[config.mk]
export PLATFORM = sky130hd
export DESIGN_NAME = kernel_bram_pingpong_ctrl
export DESIGN_NICKNAME = d
export VERILOG_FILES = /design/src/rtl/kernel_bram_pingpong_ctrl.sv
export SDC_FILE = /design/constraint.sdc
export NUM_CORES = 1
export LEC_CHECK = 0
export CAP_MARGIN = 0
export CORE_UTILIZATION = 30
export CTS_CLUSTER_DIAMETER = 60
export DETAILED_ROUTE_END_ITERATION = 8
export PLACE_DENSITY = 0.64
export RECOVER_POWER = 50
export SLEW_MARGIN = 25
export SYNTH_ARGS = -nofsm -noshare
export SYNTH_HDL_FRONTEND = slang
export SYNTH_SLANG_ARGS = --single-unit
[constraint.sdc]
create_clock -name clk -period 2.8 [get_ports clk]
set_input_delay 0.28 -clock clk [delete_from_list [all_inputs] [get_ports clk]]
set_output_delay 0.28 -clock clk [all_outputs]
set_load 0.05 [all_outputs]
[src/rtl/kernel_bram_pingpong_ctrl.sv]
// Ping-pong kernel BRAM controller: AXIS kernel load into the write bank while the
// conv datapath walks the read bank channel by channel.
module kernel_bram_pingpong_ctrl #(
  parameter int DATA_W = 72,
  parameter int ADDR_W = 9
) (
  input  logic              clk,
  input  logic              rst,
  input  logic [ADDR_W-1:0] cfg_channel_size,
  input  logic              load_start,
  input  logic [DATA_W-1:0] s_axis_tdata,
  input  logic              s_axis_tvalid,
  input  logic              s_axis_tlast,
  output logic              s_axis_tready,
  input  logic              rd_advance,
  input  logic              swap,
  output logic              bram_ena,
  output logic              bram_wea,
  output logic [ADDR_W:0]   bram_addra,
  output logic [DATA_W-1:0] bram_dina,
  output logic              bram_enb,
  output logic [ADDR_W:0]   bram_addrb,
  output logic              load_busy,
  output logic              load_done,
  output logic              wr_full,
  output logic              rd_valid,
  output logic              last_channel,
  output logic              swap_ack,
  output logic              tlast_err
);

  typedef enum logic [1:0] {S_IDLE, S_LOAD, S_DONE} state_t;

  state_t            state_q, state_d;
  logic [ADDR_W-1:0] wr_cnt_q, wr_cnt_d;
  logic [ADDR_W-1:0] rd_cnt_q, rd_cnt_d;
  logic [ADDR_W-1:0] ch_size_wr_q, ch_size_wr_d;
  logic [ADDR_W-1:0] ch_size_rd_q, ch_size_rd_d;
  logic              rd_bank_q, rd_bank_d;
  logic              wr_full_q, wr_full_d;
  logic              rd_valid_q, rd_valid_d;
  logic              tlast_err_q, tlast_err_d;
  logic              last_channel_q, last_channel_d;
  logic              swap_ack_q, swap_ack_d;

  logic beat, final_beat, swap_acc, load_acc;

  always_comb begin
    beat       = (state_q == S_LOAD) && s_axis_tvalid;
    final_beat = (wr_cnt_q == ch_size_wr_q - ADDR_W'(1));
    swap_acc   = swap && wr_full_q && (state_q == S_IDLE);
    // A swap in the same cycle frees the write bank, so the load may start alongside it.
    load_acc   = load_start && (state_q == S_IDLE) && (cfg_channel_size != '0) &&
                 (!wr_full_q || swap_acc);

    state_d        = state_q;
    wr_cnt_d       = wr_cnt_q;
    rd_cnt_d       = rd_cnt_q;
    ch_size_wr_d   = ch_size_wr_q;
    ch_size_rd_d   = ch_size_rd_q;
    rd_bank_d      = rd_bank_q;
    wr_full_d      = wr_full_q;
    rd_valid_d     = rd_valid_q;
    tlast_err_d    = tlast_err_q;
    last_channel_d = 1'b0;
    swap_ack_d     = 1'b0;

    case (state_q)
      S_IDLE: begin
        if (load_acc) begin
          state_d      = S_LOAD;
          ch_size_wr_d = cfg_channel_size;
          wr_cnt_d     = '0;
          tlast_err_d  = 1'b0;
        end
      end
      S_LOAD: begin
        if (beat) begin
          wr_cnt_d = wr_cnt_q + ADDR_W'(1);
          if (s_axis_tlast != final_beat) tlast_err_d = 1'b1;
          if (final_beat) state_d = S_DONE;
        end
      end
      S_DONE: begin
        state_d   = S_IDLE;
        wr_full_d = 1'b1;
      end
      default: state_d = S_IDLE;
    endcase

    if (swap_acc) begin
      rd_bank_d    = ~rd_bank_q;
      ch_size_rd_d = ch_size_wr_q;
      rd_cnt_d     = '0;
      wr_full_d    = 1'b0;
      rd_valid_d   = 1'b1;
      swap_ack_d   = 1'b1;
    end else if (rd_valid_q && rd_advance) begin
      if (rd_cnt_q == ch_size_rd_q - ADDR_W'(1)) begin
        rd_cnt_d       = '0;
        last_channel_d = 1'b1;
      end else begin
        rd_cnt_d = rd_cnt_q + ADDR_W'(1);
      end
    end
  end

  always_ff @(posedge clk or posedge rst) begin
    if (rst) begin
      state_q        <= S_IDLE;
      wr_cnt_q       <= '0;
      rd_cnt_q       <= '0;
      ch_size_wr_q   <= '0;
      ch_size_rd_q   <= '0;
      rd_bank_q      <= 1'b0;
      wr_full_q      <= 1'b0;
      rd_valid_q     <= 1'b0;
      tlast_err_q    <= 1'b0;
      last_channel_q <= 1'b0;
      swap_ack_q     <= 1'b0;
    end else begin
      state_q        <= state_d;
      wr_cnt_q       <= wr_cnt_d;
      rd_cnt_q       <= rd_cnt_d;
      ch_size_wr_q   <= ch_size_wr_d;
      ch_size_rd_q   <= ch_size_rd_d;
      rd_bank_q      <= rd_bank_d;
      wr_full_q      <= wr_full_d;
      rd_valid_q     <= rd_valid_d;
      tlast_err_q    <= tlast_err_d;
      last_channel_q <= last_channel_d;
      swap_ack_q     <= swap_ack_d;
    end
  end

  assign s_axis_tready = (state_q == S_LOAD);
  assign bram_ena      = beat;
  assign bram_wea      = beat;
  assign bram_addra    = {~rd_bank_q, wr_cnt_q};
  assign bram_dina     = s_axis_tdata;
  assign bram_enb      = ~rst;
  assign bram_addrb    = {rd_bank_q, rd_cnt_q};
  assign load_busy     = (state_q != S_IDLE);
  assign load_done     = (state_q == S_DONE);
  assign wr_full       = wr_full_q;
  assign rd_valid      = rd_valid_q;
  assign last_channel  = last_channel_q;
  assign swap_ack      = swap_ack_q;
  assign tlast_err     = tlast_err_q;

endmodule

-- After elaboration in Yosys (flattened, before gate mapping)
Index checks and enable logic that the tools add are counted.
- bits in registers: 44
- input port bits: 88
- output and inout bits: 103
- logic and storage cells: 65
- $add $sub $neg: 4
- equality and inequality tests: 9
- muxes and demuxes: 20
- bitwise operators: 2
- reductions and logical operators: 19
- operators by type and width (operator ; count):
    2-to-1 mux 9 bit ; 5
    adder 9 x 1 -> 9 bit (second input constant) ; 2
    equality test 9 bit ; 2
    one-hot mux 9 bit (2 select lines) ; 1
    subtractor 9 x 1 -> 9 bit (second input constant) ; 2
    2-to-1 mux 1 bit ; 9
    nonzero test 9 bit ; 1
    nonzero test 2 bit ; 4
    logical AND 1 bit ; 7
    2-to-1 mux 2 bit ; 3
    inequality test 2 x 1 -> 1 bit (second input constant) ; 3
    AND reduction 3 bit ; 2
    one-hot mux 2 bit (2 select lines) ; 1
    AND reduction 4 bit ; 1
    equality test 2 x 1 -> 1 bit (second input constant) ; 1
    equality test 2 bit (second input constant) ; 1
    logical NOT 2 bit ; 1
    inequality test 2 bit (second input constant) ; 1
    NOT 1 bit ; 2
    one-hot mux 1 bit (2 select lines) ; 1
    AND reduction 2 bit ; 1
    logical NOT 1 bit ; 1
    logical OR 1 bit ; 1
    inequality test 1 bit ; 1

-- Depth between registers and ports, before layout
Gate-level depths: netlist of run 1.
- depth after elaboration: 6
- depth in mapped cells: 10
- gate-level depth less buffers: 8

-- Worst setup path before layout of run 1
OpenSTA, ideal clock, no wires.
- kind: flip-flop to flip-flop
- start: register state_q[0]
- end: register wr_cnt_q[6]
- library setup time: 0.078 ns
- data arrival time: 2.601 ns
- required time: 2.722 ns
- setup slack: 0.122 ns
- cell stages (with the launch flop): 7
- buffers on the path: 0
- period minus slack after synthesis: 2.678 ns
- path through: dfrtp_1 nor2b_1 nand2_1 inv_1 nand2_1 or3_1 a21oi_1
- elaborated cells between the ends (all ways): 13
- those cells by class: eq/ne: 3; mux: 1; reduce/logical: 9
- RTL lines (item ; line ; text):
    start: declaration ; 34 ; state_t state_q, state_d;
    start signal: assignment ; 122 ; state_q <= state_d;
    equality test 2 x 1 -> 1 bit ; n/a ;
    named net s_axis_tready ; 14 ; output logic s_axis_tready,
    logical AND 1 bit ; 49 ; beat = (state_q == S_LOAD) && s_axis_tvalid;
    named net bram_ena ; 17 ; output logic bram_ena,
    inequality test 2 x 1 -> 1 bit (no source line) ; n/a ;
    AND reduction 3 bit (no source line) ; n/a ;
    end signal: assignment ; 123 ; wr_cnt_q <= wr_cnt_d;
    end: declaration ; 35 ; logic [ADDR_W-1:0] wr_cnt_q, wr_cnt_d;
The timed path passes the listed nets, and every way through them passes these cells.
A chain may end at the register's enable or synchronous reset.

-- Final worst setup path of run 1
- start: register ch_size_wr_q[0]
- end: register tlast_err_q, in the netlist tlast_err
- word-level cells in the longest chain between the ends: 5
- RTL lines (item ; line ; text):
    start: declaration ; 37 ; logic [ADDR_W-1:0] ch_size_wr_q, ch_size_wr_d;
    start signal: assignment ; 125 ; ch_size_wr_q <= ch_size_wr_d;
    subtractor 9 x 1 -> 9 bit ; 50 ; final_beat = (wr_cnt_q == ch_size_wr_q - ADDR_W'(1));
    equality test 9 bit ; 50 ;
    inequality test 1 bit ; 80 ; if (s_axis_tlast != final_beat) tlast_err_d = 1'b1;
    inequality test 2 x 1 -> 1 bit (no source line) ; n/a ;
    AND reduction 4 bit (no source line) ; n/a ;
    end signal: assignment ; 130 ; tlast_err_q <= tlast_err_d;
    end: declaration ; 42 ; logic tlast_err_q, tlast_err_d;
Every way passes these cells.

==> summary by stage, run 1 <==
Clocking
The maximum root-to-sink buffer count is 2. The H-tree level count is 2. The number of clock buffers added by TritonCTS is 5. The clock drives 44 sinks.

The tree is rooted in a sky130_fd_sc_hd__clkbuf_8. The post-cts resize count is 0. After clock tree synthesis, the clock-pin slew on the worst setup and hold paths is 0.08 ns. Clock latency on the worst-skew pair, taken at its later pin, is 0.30 ns.

TritonCTS built the clock tree. In this run the post-CTS setup repair buffer count came out at 0. The post-cts hold buffer count is 0.

Synthesis
In the post-synthesis netlist, the biggest area contributors are sky130_fd_sc_hd__dfrtp_1, sky130_fd_sc_hd__buf_4, sky130_fd_sc_hd__xnor2_1, sky130_fd_sc_hd__nand2_1, sky130_fd_sc_hd__o21ai_0. The number of flops mapped to enable cells by yosys is 0. The count of warnings emitted by yosys is 0. The share of synthesized cell area in and, or, nand and nor gates is 20.9%. The post-synthesis area per instance is 8.69 sq um. Counting flops and latches in the post-synthesis netlist gives 44. For this run, asynchronously set or reset flops after synthesis account for 100%. The adder-cell share of the synthesized area is 1.60%. The cell type with the highest aggregate area in the netlist is sky130_fd_sc_hd__dfrtp_1.

The netlist uses 49 different library cells. The post-synthesis compound-gate area fraction is 11.5%. Sequential elements use 35.1% of the synthesized area.

The total nets after synthesis is 453. The xor/xnor share of the synthesized area is 7.70%. Summed over its instances, the top area cell type makes up 35.1% of the synthesized netlist area.

The predominant post-synthesis flop cell is sky130_fd_sc_hd__dfrtp_1. After synthesis, the largest family of logic cells by area is simple AND/OR/NAND/NOR gates. The synthesized netlist occupies a cell area of 3140 sq um. The multiplexer share of the synthesized area is 2.91%. Synthesis produced 361 cells.

STA
The slew of the pin with the lowest slew margin is 1.08 ns. The achievable frequency is 384 MHz. The summed negative setup slack over all endpoints is 0 ns. The share of the cycle needed by the critical path after routing is 93.0%.

The tightest hold path in the finished design has a slack of 0.528 ns. The relative slew slack is 27.7%. Setup violations remaining at the end of the flow were counted as 0.

The worst-case setup margin in the final layout is 0.197 ns. The count of final max-slew check failures was 0. Setup repair after global routing left no endpoint under its margin. The minimum clock period after layout is 2.60 ns. The final hold violation count was 0. The clock skew is 0.00629 ns.

Power and ir drop
In this run the power density over the cells is 738 nW/um^2. In this run the static leakage power is 1.34 nW. The maximum ir drop on the vdd rail is 487 uV.

The total power consumption of the routed design is 2.43 mW.

Placement
OpenSTA, run right after detailed placement, puts the worst setup slack at 0.226 ns. Input and output buffers added on the ports amount to 46. The number of placed instances, taps included, is 462. The wire-length estimate of the detail-placed layout is 4.94 mm. Summing all placed instances gives a cell area of 3210 sq um. At the end of routability-driven placement, the weighted congestion stood at 0.862.

Detailed routing
The violation count after the first detailed-route iteration is 70. For this run, the detailed router's first-pass iteration total came to 4. After detailed routing, the number of remaining DRC violations is 0. The number of vias in the routed layout is 2,328. Wires add up to 6.79 mm. The post-route antenna net violation count is 0. The per-cell via count in the routed design is 4.96. In the final routed layout, each cell accounts on average for 14.5 um.

Setup path
The type of element launching the critical path is a flip-flop. By startpoint and endpoint, the worst setup path is classified as reg2reg. The capturing element type of the critical path is a flip-flop. The data arrival time at the worst-slack endpoint is 2.84 ns. In this run the worst path has a maximum fanout of 6. The worst reg-to-reg path cell count is 8.

The worst endpoint required time is 3.03 ns.

Global route
Across every metal layer, demand over resource in global routing totals 13.2%. The pin count of the biggest net entering global routing is 45. The initial antenna violation count is 0. The sum of overflow across all layers after global routing is 0.

The first global-routing pass estimated 11.5 mm of wire. The number of global-route vias before repair came to 2,373.

Die
The die covers 10,900 sq um. The placeable core area is 9950 sq um. 191 I/O pins were placed. For this configuration, the core starts out at a cell density of 31.5%. Measured along the x axis, the die boundary spans 104 um. The die is 104 um tall.

Row generation in the floorplan step produced 36 rows.

Finish
Once layout is complete, the utilization of the core stands at 33.0%. The repair_antennas step left the layout with diodes totalling 0. The area growth from synthesis to layout is 4.83%.

Leaving out fill and tap cells, the most frequent cells in the layout are sky130_fd_sc_hd__dfrtp_1, sky130_fd_sc_hd__clkdlybuf4s50_1, sky130_fd_sc_hd__nand2_1. The fraction of final layout cells with drive strength greater than 1 is 8.63%. The final non-filler cell area is 3290 sq um. The number of nets in the final layout is 428. The post-layout instance count excluding filler cells is 469.

Job
Max-cap violations in this run came to 0.

Status
The run finished with clean final reports.

Min path
The path category of the worst min-delay check is reg2reg. Along the worst hold path, the cell count comes to 1.
cells in the mapped netlist, types with 2 or more instances:
library cell and n:
sky130_fd_sc_hd__nand2_1 43, sky130_fd_sc_hd__and2_1 3, sky130_fd_sc_hd__nand4b_1 2, sky130_fd_sc_hd__xnor2_1 19
sky130_fd_sc_hd__nor4_1 4, sky130_fd_sc_hd__nor2b_1 5, sky130_fd_sc_hd__or3_1 7, sky130_fd_sc_hd__nand2b_1 7
sky130_fd_sc_hd__a21oi_1 5, sky130_fd_sc_hd__o211ai_1 2, sky130_fd_sc_hd__nand3_1 12, sky130_fd_sc_hd__dfrtp_1 44
sky130_fd_sc_hd__a31oi_1 3, sky130_fd_sc_hd__a211oi_1 3, sky130_fd_sc_hd__or2_2 3, sky130_fd_sc_hd__a41oi_1 3
sky130_fd_sc_hd__mux2_2 6, sky130_fd_sc_hd__ha_1 4, sky130_fd_sc_hd__o311ai_0 2, sky130_fd_sc_hd__o221ai_1 2
sky130_fd_sc_hd__xor2_1 6, sky130_fd_sc_hd__a21o_1 2, sky130_fd_sc_hd__or4_1 3, sky130_fd_sc_hd__clkbuf_1 10
sky130_fd_sc_hd__inv_1 10, sky130_fd_sc_hd__nor2_1 21, sky130_fd_sc_hd__o21ai_0 22, sky130_fd_sc_hd__nand4_1 3
sky130_fd_sc_hd__o21ba_2 2, sky130_fd_sc_hd__nor3_1 9, sky130_fd_sc_hd__a32o_1 2, sky130_fd_sc_hd__nor3b_1 2
sky130_fd_sc_hd__buf_4 74
state kept, by name, summed over array words and instances (netlist names):
register,flops
ch_size_rd_q,9
ch_size_wr_q,9
rd_cnt_q,9
wr_cnt_q,9
state_q,2
last_channel,1
rd_bank_q,1
rd_valid,1
swap_ack,1
tlast_err,1
wr_full,1
area by class of cell:
type,instances,area (sq um)
Inverter,11,41.3
Fill cell,1048,6670
Multi-Input combinational cell,222,1400
Sequential cell,44,1100
Clock inverter,1,5.00
Timing Repair Buffer,52,500
Clock buffer,6,72.6
Tap cell,133,166
layer usage:
metal | vias up | track usage [%] | wire length (um) | part of all wire (%)
li1 | 1107 | - | - | -
met1 | 1111 | 17.1 | 3170 | 47
met2 | 71 | 20.7 | 3050 | 45
met3 | 39 | 2.63 | 343 | 5.1
met4 | 0 | 6.94 | 231 | 3.4
met5 | - | 0 | 0 | 0
final timing paths:
check | endpoint | from | slack [ns]
worst min-delay path | rd_valid | rd_valid | 0.53
max in group asynchronous | ch_size_wr_q[1] | rst | 1.30
worst max register to register | tlast_err | ch_size_wr_q[0] | 0.20
worst max-delay path | tlast_err | ch_size_wr_q[0] | 0.20
min in group asynchronous | wr_cnt_q[6] | rst | 0.84
worst min register to register | rd_valid | rd_valid | 0.53
worst max-delay path, stage by stage (launching register included):
cell                       delay [ns]
sky130_fd_sc_hd__dfrtp_1         0.45
sky130_fd_sc_hd__inv_1           0.10
sky130_fd_sc_hd__ha_1            0.18
sky130_fd_sc_hd__or3b_1          0.43
sky130_fd_sc_hd__or4_1           0.49
sky130_fd_sc_hd__a21oi_1         0.14
sky130_fd_sc_hd__o311ai_0        0.23
sky130_fd_sc_hd__a2111o_1        0.44
sky130_fd_sc_hd__nand3_1         0.08
cell families after synthesis:
family,Yosys count
buffers and inverters,95
adder cells (fa/ha/maj),4
flip-flops,44
AND/OR/NAND/NOR,130
XOR/XNOR,26
multiplexers,8
AO/OA/AOI/OAI,54
power breakdown:
group / leakage (nW) / internal, mW / switching, mW
Clock: 0.0410 / 0.170 / 0.213
Sequential: 0.565 / 0.764 / 0.208
Combinational: 0.733 / 0.454 / 0.618
Power figures use the tool's default switching activity.
==> inputs of run 2 (changes only) <==
ABC_CLOCK_PERIOD_IN_PS = 2800   (was not set)
CORE_UTILIZATION = 38   (was 30)
CTS_CLUSTER_DIAMETER = 120   (was 60)
PLACE_DENSITY = 0.79   (was 0.64)
==> run 2 against run 1 <==
Critical path depth fell by 4. Count of clock-buffer cells in the layout shrank 1. Cell count shrank 6.8%. Maximum frequency rose by 0.41%. Critical path type is now reg2out. Critical endpoint is now bram_wea. Largest power group unchanged.
==> summary by stage, run 2 (synthesis gave the netlist of run 1 again) <==
Die
The chip width was 92.8 um (-11%). The row count is 32 (-11%). The height of the die is 92.8 um (-11%). The effective utilization at floorplan came to 40.0% (+8.5 points).

The placeable core area is 7850 sq um (-21%). The I/O pin count came to 191 (unchanged). The area of the die is 8620 sq um (-21%).

STA
The count of final setup violators is 0 (unchanged). The summed negative setup slack over all endpoints came to 0 ns (unchanged). The worst-case setup margin in the final layout is 0.208 ns (+0.0107 ns). The minimum clock period after layout is 2.59 ns (-0.0107 ns). The slew of the pin with the lowest slew margin came to 1.09 ns (+0.00434 ns).

The achievable frequency was 386 MHz (+0.41%). The share of the cycle needed by the critical path after routing is 92.6% (-0.38 points). The relative slew slack came to 27.4% (-0.29 points). The minimum hold slack is 0.277 ns (-0.251 ns).

The clock skew is 0.00666 ns (+0.000374 ns). Setup repair after global routing left no endpoint under its margin. The count of final max-slew check failures is 0 (unchanged). The final hold violation count is 0 (unchanged).

Global route
The global-route total usage across every layer is 16.3% (+3.1 points). The initial antenna violation count came to 0 (unchanged). The first-pass GRT wire length is 11.0 mm (-5.0%). The sum of overflow across all layers after global routing was 0 (unchanged).

The number of global-route vias before repair is 2,327 (-1.9%). The pin count of the biggest net entering global routing is 44 (-2.2%).

Status
The run finished with clean final reports.

Detailed routing
The DRC violation count after routing is 0 (unchanged). The violation count after the first detailed-route iteration was 127 (+81%). The number of vias in the routed layout is 2,351 (+0.99%). The post-route antenna net violation count is 0 (unchanged). The first-pass iteration count of the detailed router came to 4 (unchanged). The per-cell via count in the routed design is 5.38 (+8.4%).

The routed wire length is 6.73 mm (-0.88%). The average detailed-routed wire length per instance is 15.4 um (+6.4%).

Setup path
The type of element launching the critical path is a flip-flop. Walking the worst path, the cells encountered are nor2b_1 -> nand2_1 -> inv_1 -> clkdlybuf4s50_1. The cell at the slowest stage of the critical path is sky130_fd_sc_hd__clkdlybuf4s50_1. The startpoint-to-endpoint class of the critical path is reg2out. The worst endpoint required time was 2.52 ns (-0.51 ns).

The worst-path maximum fanout was 8 (+2). The worst setup path is captured at a primary output. The largest incremental delay on the critical path is 0.86 ns (+0.37 ns). The data arrival time at the worst-slack endpoint was 2.31 ns (-0.53 ns).

Job
The total of max-cap violations came to 0 (unchanged).

Power and ir drop
The maximum ir drop on the vdd rail is 624 uV (+28%). The power density over cell area came to 782 nW/um^2 (+5.9%). The total power consumption of the routed design is 2.56 mW (+5.7%). The total leakage power came to 1.35 nW (+0.48%).

Finish
The number of nets in the final layout is 426 (-0.47%). The post-layout instance count excluding filler cells came to 437 (-6.8%). The growth of design area from synthesis to finish is 4.63%.

The number of fill cells is 803 (-23%). The library cell used most frequently in the layout, excluding fill and tap cells, is sky130_fd_sc_hd__clkdlybuf4s50_1. In the layout the commonest cells are sky130_fd_sc_hd__clkdlybuf4s50_1, sky130_fd_sc_hd__dfrtp_1, sky130_fd_sc_hd__nand2_1. The final cell utilization of the core is 41.8% (+8.8 points). The fraction of final layout cells with drive strength greater than 1 was 8.66% (+0.026 points). The final antenna diode count is 0 (unchanged).

The final non-filler cell area is 3280 sq um (-0.19%).

Clocking
The register clock-pin slew on the reported worst setup and hold paths was 0.09 ns (about the same). The insertion delay of the later-clocked pin in the worst-skew pair was 0.31 ns (about the same). The H-tree level count is 2 (unchanged).

The TritonCTS buffer count is 5 (unchanged). The maximum root-to-sink buffer count came to 2 (unchanged). The total number of clock tree sinks is 44 (unchanged). The post-CTS setup buffer count came to 0 (unchanged). TritonCTS built the clock tree. The root buffer cell chosen for the clock tree is sky130_fd_sc_hd__clkbuf_8.

Placement
The placed cell area is 3170 sq um (-1.4%). The half-perimeter wire length after detailed placement is 4.97 mm (+0.55%). The count of input and output buffers is 46 (unchanged).

The cell total after placement is 429 (-7.1%). The pre-CTS worst setup slack is 0.203 ns (-0.0237 ns). The final RePlAce weighted congestion came to 0.873 (+1.3%).

Min path
In this run the worst hold path is classified as in2async.
## run 2: final timing paths
path,start,to,slack (ns),depth (start not counted)
worst max register to register,ch_size_wr_q[0],tlast_err,0.22,8
worst max-delay path,state_q[0],bram_wea,0.21,4
max in group asynchronous,rst,rd_cnt_q[2],1.27,3
worst min register to register,rd_valid,rd_valid,0.52,1
worst min-delay path,rst,wr_cnt_q[8],0.28,2
min in group clk,rd_valid,rd_valid,0.52,1
## run 2: critical path: cells and delay by family (launching register included)
kind,cells,cell delay (ns)
DFF,1,0.40
buffers and inverters,2,1.13
and+or+nand+nor,2,0.48
## run 2: layer usage
| layer | routed length (um) | part of all wire [%] | global-route usage (%) | vias up |
|---|---|---|---|---|
| met4 | 278 | 4.1 | 10.4 | 0 |
| met1 | 2970 | 44 | 19.7 | 1112 |
| met5 | 0 | 0 | 0 | - |
| li1 | - | - | - | 1103 |
| met2 | 3000 | 45 | 25.8 | 89 |
| met3 | 488 | 7.3 | 3.86 | 47 |
## run 2: area by class of cell
type / instances / area [sq um] / share of cell area [%]
Tap cell: 102 / 128 / 3.89
Timing Repair Buffer: 50 / 488 / 14.9
Multi-Input combinational cell: 222 / 1410 / 42.9
Clock inverter: 3 / 47.5 / 1.45
Clock buffer: 5 / 68.8 / 2.10
Inverter: 11 / 41.3 / 1.26
Sequential cell: 44 / 1100 / 33.6
## run 2: repair_timing
item / 4_1_cts / 5_1_grt
setup endpoints to repair: 0 / 1
resized for setup: 0 / 1
hold buffers: 0 / 0
## run 2: report_power, final
part | switching, mW | internal (mW) | leakage, nW
clock network | 0.244 | 0.269 | 0.0583
logic | 0.630 | 0.444 | 0.722
registers | 0.213 | 0.764 | 0.565
